==> src/rtl/alu_op_issue.sv <==
// Purpose: decode 16-bit instruction words into {ALU_op, ALU_funct} and issue them to ALU control through a small op FIFO.
// Latency: an op accepted into an empty FIFO is presented one cycle later; there is no combinational path from instr to ALU_op.
// Backpressure: instr_ready drops when the FIFO is full or the block has halted; it is built from registered state only.
//
// Ports:
//   clk, rst_n              single clock, asynchronous active-low reset
//   instr_valid/instr_ready instruction handshake; instr[15:11] opcode, instr[1:0] function
//   op_valid/op_ready       issue handshake; ALU_op / ALU_funct driven from the FIFO head, zero when idle
//   halted                  HALT has been accepted; only reset restarts intake
//   illegal                 sticky: an unsupported opcode was accepted and dropped
//   issue_cnt               wrapping count of ops consumed downstream

// Purpose: generic first-word-fall-through FIFO used for the op buffer.
// Latency: a pushed word is visible at rdata on the cycle after the push.
// Backpressure: caller must not push when full or pop when empty; full/empty are registered-state decodes.
module alu_op_fifo #(
  parameter int W     = 7,
  parameter int DEPTH = 2
) (
  input  logic         clk,
  input  logic         rst_n,
  input  logic         push,
  input  logic [W-1:0] wdata,
  input  logic         pop,
  output logic [W-1:0] rdata,
  output logic         empty,
  output logic         full
);
  localparam int AW = $clog2(DEPTH);
  localparam logic [AW:0] PTR_ONE = {{AW{1'b0}}, 1'b1};

  logic [W-1:0] mem [DEPTH];
  // Pointers carry one extra wrap bit so full and empty can be told apart.
  logic [AW:0]  wr_ptr;
  logic [AW:0]  rd_ptr;

  always_ff @(posedge clk or negedge rst_n) begin
    if (!rst_n) begin
      wr_ptr <= '0;
      rd_ptr <= '0;
    end else begin
      if (push) wr_ptr <= wr_ptr + PTR_ONE;
      if (pop)  rd_ptr <= rd_ptr + PTR_ONE;
    end
  end

  // Storage needs no reset: stale entries are never observable while empty.
  always_ff @(posedge clk) begin
    if (push) mem[wr_ptr[AW-1:0]] <= wdata;
  end

  assign rdata = mem[rd_ptr[AW-1:0]];
  assign empty = (wr_ptr == rd_ptr);
  assign full  = (wr_ptr[AW] != rd_ptr[AW]) && (wr_ptr[AW-1:0] == rd_ptr[AW-1:0]);
endmodule

module alu_op_issue #(
  parameter int DEPTH = 2,
  parameter int CNT_W = 16
) (
  input  logic             clk,
  input  logic             rst_n,
  input  logic             instr_valid,
  input  logic [15:0]      instr,
  output logic             instr_ready,
  output logic [4:0]       ALU_op,
  output logic [1:0]       ALU_funct,
  output logic             op_valid,
  input  logic             op_ready,
  output logic             halted,
  output logic             illegal,
  output logic [CNT_W-1:0] issue_cnt
);
  typedef enum logic {
    RUN    = 1'b0,
    HALTED = 1'b1
  } state_t;

  localparam logic [CNT_W-1:0] CNT_ONE = {{(CNT_W-1){1'b0}}, 1'b1};

  state_t      state;
  state_t      state_nxt;
  logic        ready_en;

  logic [4:0]  opcode;
  logic [1:0]  funct_in;
  logic        op_supported;
  logic        op_is_rfmt;
  logic        op_is_halt;
  logic [6:0]  push_dat;

  logic        accept;
  logic        push;
  logic        pop;
  logic [6:0]  head_dat;
  logic        fifo_empty;
  logic        fifo_full;

  // Middle instruction bits carry no meaning for issue.
  logic        unused_instr_bits;
  assign unused_instr_bits = ^instr[10:2];

  assign opcode   = instr[15:11];
  assign funct_in = instr[1:0];

  // Opcode decode: 00000 (HALT), 010xx, 10xxx and 11xxx are supported.
  always_comb begin
    op_supported = 1'b0;
    op_is_rfmt   = 1'b0;
    op_is_halt   = 1'b0;
    if (opcode == 5'b00000) begin
      op_supported = 1'b1;
      op_is_halt   = 1'b1;
    end else if (opcode[4:2] == 3'b010) begin
      op_supported = 1'b1;
    end else if (opcode[4] == 1'b1) begin
      op_supported = 1'b1;
    end
    // Only the two R-format opcodes forward the function field.
    if (opcode[4:1] == 4'b1101) op_is_rfmt = 1'b1;
  end

  assign push_dat = {opcode, (op_is_rfmt ? funct_in : 2'b00)};

  assign accept = instr_valid & instr_ready;
  assign push   = accept & op_supported;
  assign pop    = op_valid & op_ready;

  alu_op_fifo #(
    .W     (7),
    .DEPTH (DEPTH)
  ) u_op_fifo (
    .clk   (clk),
    .rst_n (rst_n),
    .push  (push),
    .wdata (push_dat),
    .pop   (pop),
    .rdata (head_dat),
    .empty (fifo_empty),
    .full  (fifo_full)
  );

  // State register. ready_en keeps intake closed during reset and opens it
  // on the first clock edge after release.
  always_ff @(posedge clk or negedge rst_n) begin
    if (!rst_n) begin
      state    <= RUN;
      ready_en <= 1'b0;
    end else begin
      state    <= state_nxt;
      ready_en <= 1'b1;
    end
  end

  always_comb begin
    state_nxt   = state;
    instr_ready = 1'b0;
    halted      = 1'b0;
    case (state)
      RUN: begin
        instr_ready = ready_en & ~fifo_full;
        if (accept && op_is_halt) state_nxt = HALTED;
      end
      HALTED: begin
        halted = 1'b1;
      end
      default: begin
        state_nxt = RUN;
      end
    endcase
  end

  always_ff @(posedge clk or negedge rst_n) begin
    if (!rst_n) begin
      illegal <= 1'b0;
    end else if (accept && !op_supported) begin
      illegal <= 1'b1;
    end
  end

  always_ff @(posedge clk or negedge rst_n) begin
    if (!rst_n) begin
      issue_cnt <= '0;
    end else if (pop) begin
      issue_cnt <= issue_cnt + CNT_ONE;
    end
  end

  assign op_valid  = ~fifo_empty;
  assign ALU_op    = op_valid ? head_dat[6:2] : 5'b00000;
  assign ALU_funct = op_valid ? head_dat[1:0] : 2'b00;
endmodule

==> config.mk <==
export PLATFORM = sky130hd
export DESIGN_NAME = alu_op_issue
export DESIGN_NICKNAME = d
export VERILOG_FILES = /design/src/rtl/alu_op_issue.sv
export SDC_FILE = /design/constraint.sdc
export NUM_CORES = 1
export LEC_CHECK = 0
export CAP_MARGIN = 10
export CORE_MARGIN = 5
export CORE_UTILIZATION = 29
export CTS_BUF_LIST = sky130_fd_sc_hd__clkbuf_2 sky130_fd_sc_hd__clkbuf_4 sky130_fd_sc_hd__clkbuf_8
export DETAILED_ROUTE_END_ITERATION = 8
export PLACE_DENSITY = 0.59
export SYNTH_ARGS = -nofsm -noshare
export SYNTH_HDL_FRONTEND = slang
export SYNTH_SLANG_ARGS = --single-unit
==> constraint.sdc <==
create_clock -name clk -period 1.96 [get_ports clk]
set_input_delay 0.196 -clock clk [delete_from_list [all_inputs] [get_ports clk]]
set_output_delay 0.196 -clock clk [all_outputs]
set_load 0.01 [all_outputs]
==> flow_summary.yaml, run 1 <==
detailed_routing:
  via_per_inst: 4.55
  drt_iter0_markers: 57
  wl_microns: 3570
  ant_nets: 0
  vias: 1174
  dr.pass1.iters: 4
  remaining_drc_errors: 0
  avgRoutedWirePerCell_microns: 13.8
synthesis:
  syn-num-nets: 149
  synth_top_area_frac: 0.355
  synthTopCellsByArea: "dfrtp_1 36%, edfxtp_1 26%, xnor2_1 7.6%"
  ys_warn_count: 0
  synth_seq_area_share: 0.615
  synth_area_sq_um: 1620
  synth-seq-cells: 37
  synth.avg_cell_area_sq_um: 12.7
  synthCells: 128
  synth_area_leader_cell: "dfrtp_1"
  synthDistinctLibCells: 33
power:
  leakagePower_nw: 0.975
  ir_drop_mv: 0.591
  p_per_area_nw_per_um2: 1450
sta:
  final_max_slew_viol_count: 0
  hold_viol_final: 0
  worst_slew_pin_slew_ns: 0.606
  maxSlewHeadroom: 0.593
  grt_setup_unrepaired: "yes"
  setup_tns_ns: 0
  max_clock_freq_mhz: 535
  finalCriticalPeriod_ns: 1.87
  fin_crit_sh: 0.953
  setup_viol: 0
  finClkSkew_ns: 0.00271
  setup_ws_ns: 0.0923
worst_setup_path:
  max_stage_delay_ns: 0.47
  r2r-end: "u_op_fifo.mem[0][4]"
  r2r-start: "u_op_fifo.wr_ptr[1]"
  critical_path_required_ns: 1.76
  path_cells: "xor2_4, buf_4, nor2_2, nor2_1, dlygate4sd2_1"
  crit_slowest_cell: "dfrtp_2"
  critical_path.startpoint_type: "flop"
  reg2reg_depth: 7
  cp.arrival_ns: 1.67
  end_kind: "output port"
  r2r_slack_ns: 0.19
  worst-setup-path-type: "reg2out"
  worstPathMaxFanout: 4
final_layout:
  regArea_sq_um: 1000
  nFillCells: 507
  multi_input_area_sq_um: 651
  area_growth_pct: 44.2
  drive_above_1_share: 0.194
  layout.cells.most_common: "clkdlybuf4s50_1"
  final_cell_mix: "28 x clkdlybuf4s50_1, 19 x dfrtp_1, 14 x xnor2_1, 14 x edfxtp_1, 13 x buf_4"
  fin_nets: 206
  n_antenna_cell: 0
place:
  port_buffers: 37
  gp_congestion: 0.794
  dp_hpwl_microns: 2600
  pre_cts_slack_ns: 0.139
die:
  io_pins: 47
  fp-row-count: 27
  die_w_microns: 84.7
  dieArea_sq_um: 7180
  die_y_microns: 84.7
  core_area_sq_um: 5470
  start_util: 0.296
global_routing:
  grt_antenna_before_repair: 0
  gr-total-overflow: 0
  first_global_vias: 1236
  track_usage: 0.105
  grt_pass1_wl_microns: 5950
  grt_max_degree: 24
hold_path:
  min_path_type: "in2async"
cts:
  htreeDepth: 2
  clock_sinks: 37
  cts-buffers-inserted: 5
  hold_buffers: 0
  cts-root-buf: "clkbuf_8"
  cts_tree: "yes"
  clock_path_buffers: 2
  clk_pin_slew_ns: 0.07
  insertion_delay_ns: 0.28
run:
  cap_violations: 0
run_status:
  status: "completed"
[metrics by stage]
stage	power (W)	hold WS, ns	instances	utilization	instance area (sq um)
floorplan	0.00181	-0.0996	128	-	1620
global placement	0.00248	0.458	242	0.387	2120
detailed placement	0.00250	0.476	242	0.387	2120
CTS	0.00333	0.263	254	0.420	2300
global route	0.00361	0.283	258	0.427	2340
finish	0.00340	0.256	258	0.427	2340
[Yosys cell counts, drive strengths merged]
cell type / instances
a21o: 1
nand2: 8
nand3b: 1
dfrtp: 23
a21oi: 3
o21ai: 1
xnor2: 14
conb: 1
nor3: 4
o31ai: 1
nand3: 6
xor2: 9
o31a: 1
ha: 1
and2: 2
inv: 3
and4b: 1
nand4: 4
buf: 1
or3: 2
edfxtp: 14
nor3b: 1
and3: 2
mux2i: 7
nor4: 2
nor2: 12
a31o: 1
mux2: 1
nand2b: 1
[state kept, by name (all words and copies together), names as in the netlist]
name and cells:
u_op_fifo.wr_ptr 2, ready_en 1, issue_cnt 16, u_op_fifo.mem 14, illegal 1, state 1
u_op_fifo.rd_ptr 2
[cell type report]
cell class                      instances  area share
Tap cell                               72      0.0385
Clock buffer                            6      0.0353
Inverter                                3     0.00482
Clock inverter                          2      0.0161
Multi-Input combinational cell         88       0.278
Timing Repair Buffer                   50       0.199
Sequential cell                        37       0.428
[timing repair]
action / CTS / global route
gates resized for setup: 14 / 4
gates cloned: 1 / 0
setup buffers: 3 / 4
setup endpoints to repair: 9 / 2
pin swaps: 2 / 2
[worst max-delay path, delay by kind of cell (launching register included)]
family / cells / cell delay (ns)
flops: 1 / 0.47
xor+xnor: 1 / 0.21
simple gates: 2 / 0.27
buf+inv: 2 / 0.43
[layer usage]
layer / vias to the layer above / track usage / part of all wire
met1: 578 / 0.119 / 0.42
li1: 561 / - / -
met4: 0 / 0.0432 / 0.011
met2: 29 / 0.178 / 0.52
met3: 6 / 0.0373 / 0.053
met5: - / 0 / 0
[worst max path at each step]
stage	slack, ns	endpoint	cells after the start	start
3_3_place_gp	0.16	op_valid	4	u_op_fifo.wr_ptr[1]
3_5_place_dp	0.14	op_valid	4	u_op_fifo.wr_ptr[1]
4_1_cts	0.002	ALU_op[4]	4	u_op_fifo.wr_ptr[0]
2_1_floorplan	0.33	u_op_fifo.mem[0][0]	4	u_op_fifo.wr_ptr[0]
6_report	0.09	ALU_op[2]	5	u_op_fifo.rd_ptr[0]
5_1_grt	-0.01	ALU_op[2]	5	u_op_fifo.rd_ptr[0]
[cell families (layout without fill, tap and decap cells)]
logic type      count (synthesis)  count (layout)  synth area share
simple gates                   46              47             0.149
fa+ha+maj                       1               1           0.00772
other cells                     1               1           0.00231
flops                          37              37             0.615
compound gates                  8               8            0.0355
mux                             8               8            0.0502
xor+xnor                       23              23             0.129
buf+inv                         4              61            0.0116
[power breakdown]
group,switching (W),internal (W),leakage (nW),total [W]
logic,0.000734,0.000826,0.503,0.00156
clock network,0.000271,0.000414,0.0574,0.000685
registers,0.000189,0.000965,0.415,0.00115
(Power assumes the default switching activity.)
==> run 2: changes to the inputs <==
- MAX_ROUTING_LAYER: unset -> met4
==> run 2 against run 1 <==
Against the previous run:
- cell area stayed put
- critical path depth stayed put
- largest cell class unchanged
- via count is 0.26% higher
- sequential share of layout area stayed put
- clock skew hardly changed
==> flow_summary.yaml, run 2 (same netlist as run 1, synthesis figures left out) <==
run_status:
  status: "completed"
place:
  port_buffers: 37
  dp_cells: 242
  gp_congestion: 0.805
  dp_hpwl_microns: 2600
  placed_area_sq_um: 2120
detailed_routing:
  via_per_inst: 4.56
  wl_microns: 3570
  dr.pass1.iters: 4
  remaining_drc_errors: 0
  vias: 1177
  avgRoutedWirePerCell_microns: 13.9
  drt_iter0_markers: 62
  ant_nets: 0
final_layout:
  area_growth_pct: 44.2
  drive_above_1_share: 0.194
  fin_nets: 206
  nFillCells: 507
  n_antenna_cell: 0
  layout.cells.most_common: "clkdlybuf4s50_1"
  final_cell_mix: "28 x clkdlybuf4s50_1, 19 x dfrtp_1, 14 x xnor2_1, 14 x edfxtp_1, 13 x buf_4"
  fin_area_sq_um: 2340
  regMostFlops: "issue_cnt"
  largest_reg_flops: 16
  fin_cells: 258
global_routing:
  grt_pass1_wl_microns: 5970
  track_usage: 0.108
  first_global_vias: 1230
  gr-total-overflow: 0
  grt_antenna_before_repair: 0
  grt_max_degree: 24
die:
  start_util: 0.296
  die_w_microns: 84.7
  fp-row-count: 27
  die_y_microns: 84.7
  core_area_sq_um: 5470
  dieArea_sq_um: 7180
  io_pins: 47
sta:
  fin_crit_sh: 0.955
  setup_viol: 0
  final_max_slew_viol_count: 0
  worst_slew_pin_slew_ns: 0.606
  finalCriticalPeriod_ns: 1.87
  setup_tns_ns: 0
  hold_viol_final: 0
  max_clock_freq_mhz: 534
  grt_setup_unrepaired: "yes"
  finClkSkew_ns: 0.00253
  maxSlewHeadroom: 0.593
worst_setup_path:
  worst-setup-path-type: "reg2out"
  max_stage_delay_ns: 0.46
  end_kind: "output port"
  path_cells: "xor2_4, buf_4, nor2_2, nor2_1, dlygate4sd2_1"
  cp.arrival_ns: 1.68
  crit_buf_inv: 2
  worstPathMaxFanout: 4
  critical_path.startpoint_type: "flop"
  crit_slowest_cell: "dfrtp_2"
  critical_path_required_ns: 1.76
  crit_family: "flip-flops"
cts:
  clock_sinks: 37
  htreeDepth: 2
  clk_pin_slew_ns: 0.07
  clock_path_buffers: 2
  cts-root-buf: "clkbuf_8"
  cts-buffers-inserted: 5
  insertion_delay_ns: 0.29
  cts_tree: "yes"
power:
  p_per_area_nw_per_um2: 1450
  power_w: 0.00340
  ir_drop_mv: 0.590
  leakagePower_nw: 0.975
hold_path:
  min_path_type: "in2async"
run:
  cap_violations: 0
## run 2: what timing repair did
item | CTS | global route
hold buffers | 0 | 0
pin swaps | 2 | 2
setup buffers | 3 | 4
endpoints found under the setup margin | 9 | 2
gates resized for setup | 14 | 4
gates cloned | 1 | 0
endpoints found under the hold margin | 0 | 0
## run 2: stage by stage
step | utilization | worst slack, ns | hold WS (ns)
after floorplan | - | 0.334 | -0.0996
after global placement | 0.387 | 0.155 | 0.458
after detailed placement | 0.387 | 0.139 | 0.476
after CTS | 0.420 | 0.00187 | 0.263
after global routing | 0.427 | -0.0130 | 0.282
final | 0.427 | 0.0889 | 0.254
## run 2: final cells by class
class	count	area [sq um]	area share
clock inverters	2	37.5	0.0161
well taps	72	90.1	0.0385
multi-input cells	88	651	0.278
flip-flops and latches	37	1000	0.428
clock buffers	6	82.6	0.0353
repair buffers	50	464	0.199
inverters	3	11.3	0.00482
## run 2: path summary, 6_finish.rpt
path / startpoint / end / slack [ns] / depth (start not counted)
max reg2reg: u_op_fifo.wr_ptr[1] / u_op_fifo.mem[0][4] / 0.19 / 7
min: rst_n / issue_cnt[15] / 0.25 / 2
max: u_op_fifo.rd_ptr[0] / ALU_op[2] / 0.09 / 5
min in group clk: illegal / illegal / 0.49 / 2
min reg2reg: illegal / illegal / 0.49 / 2
max in group asynchronous: rst_n / u_op_fifo.wr_ptr[0] / 1.45 / 2
## run 2: where the power goes
| group | total (W) | internal [W] | switching, W |
|---|---|---|---|
| logic | 0.00156 | 0.000826 | 0.000734 |
| registers | 0.00115 | 0.000965 | 0.000189 |
| clock network | 0.000687 | 0.000414 | 0.000273 |
| total | 0.00340 | 0.00220 | 0.00120 |
## run 2: per-layer routing
layer  share of wire  global-route usage  vias to the layer above
li1                -                   -                      560
met5               0                   -                        -
met2            0.52               0.178                       28
met3           0.039              0.0314                        9
met4           0.017              0.0432                        0
met1            0.43               0.123                      580
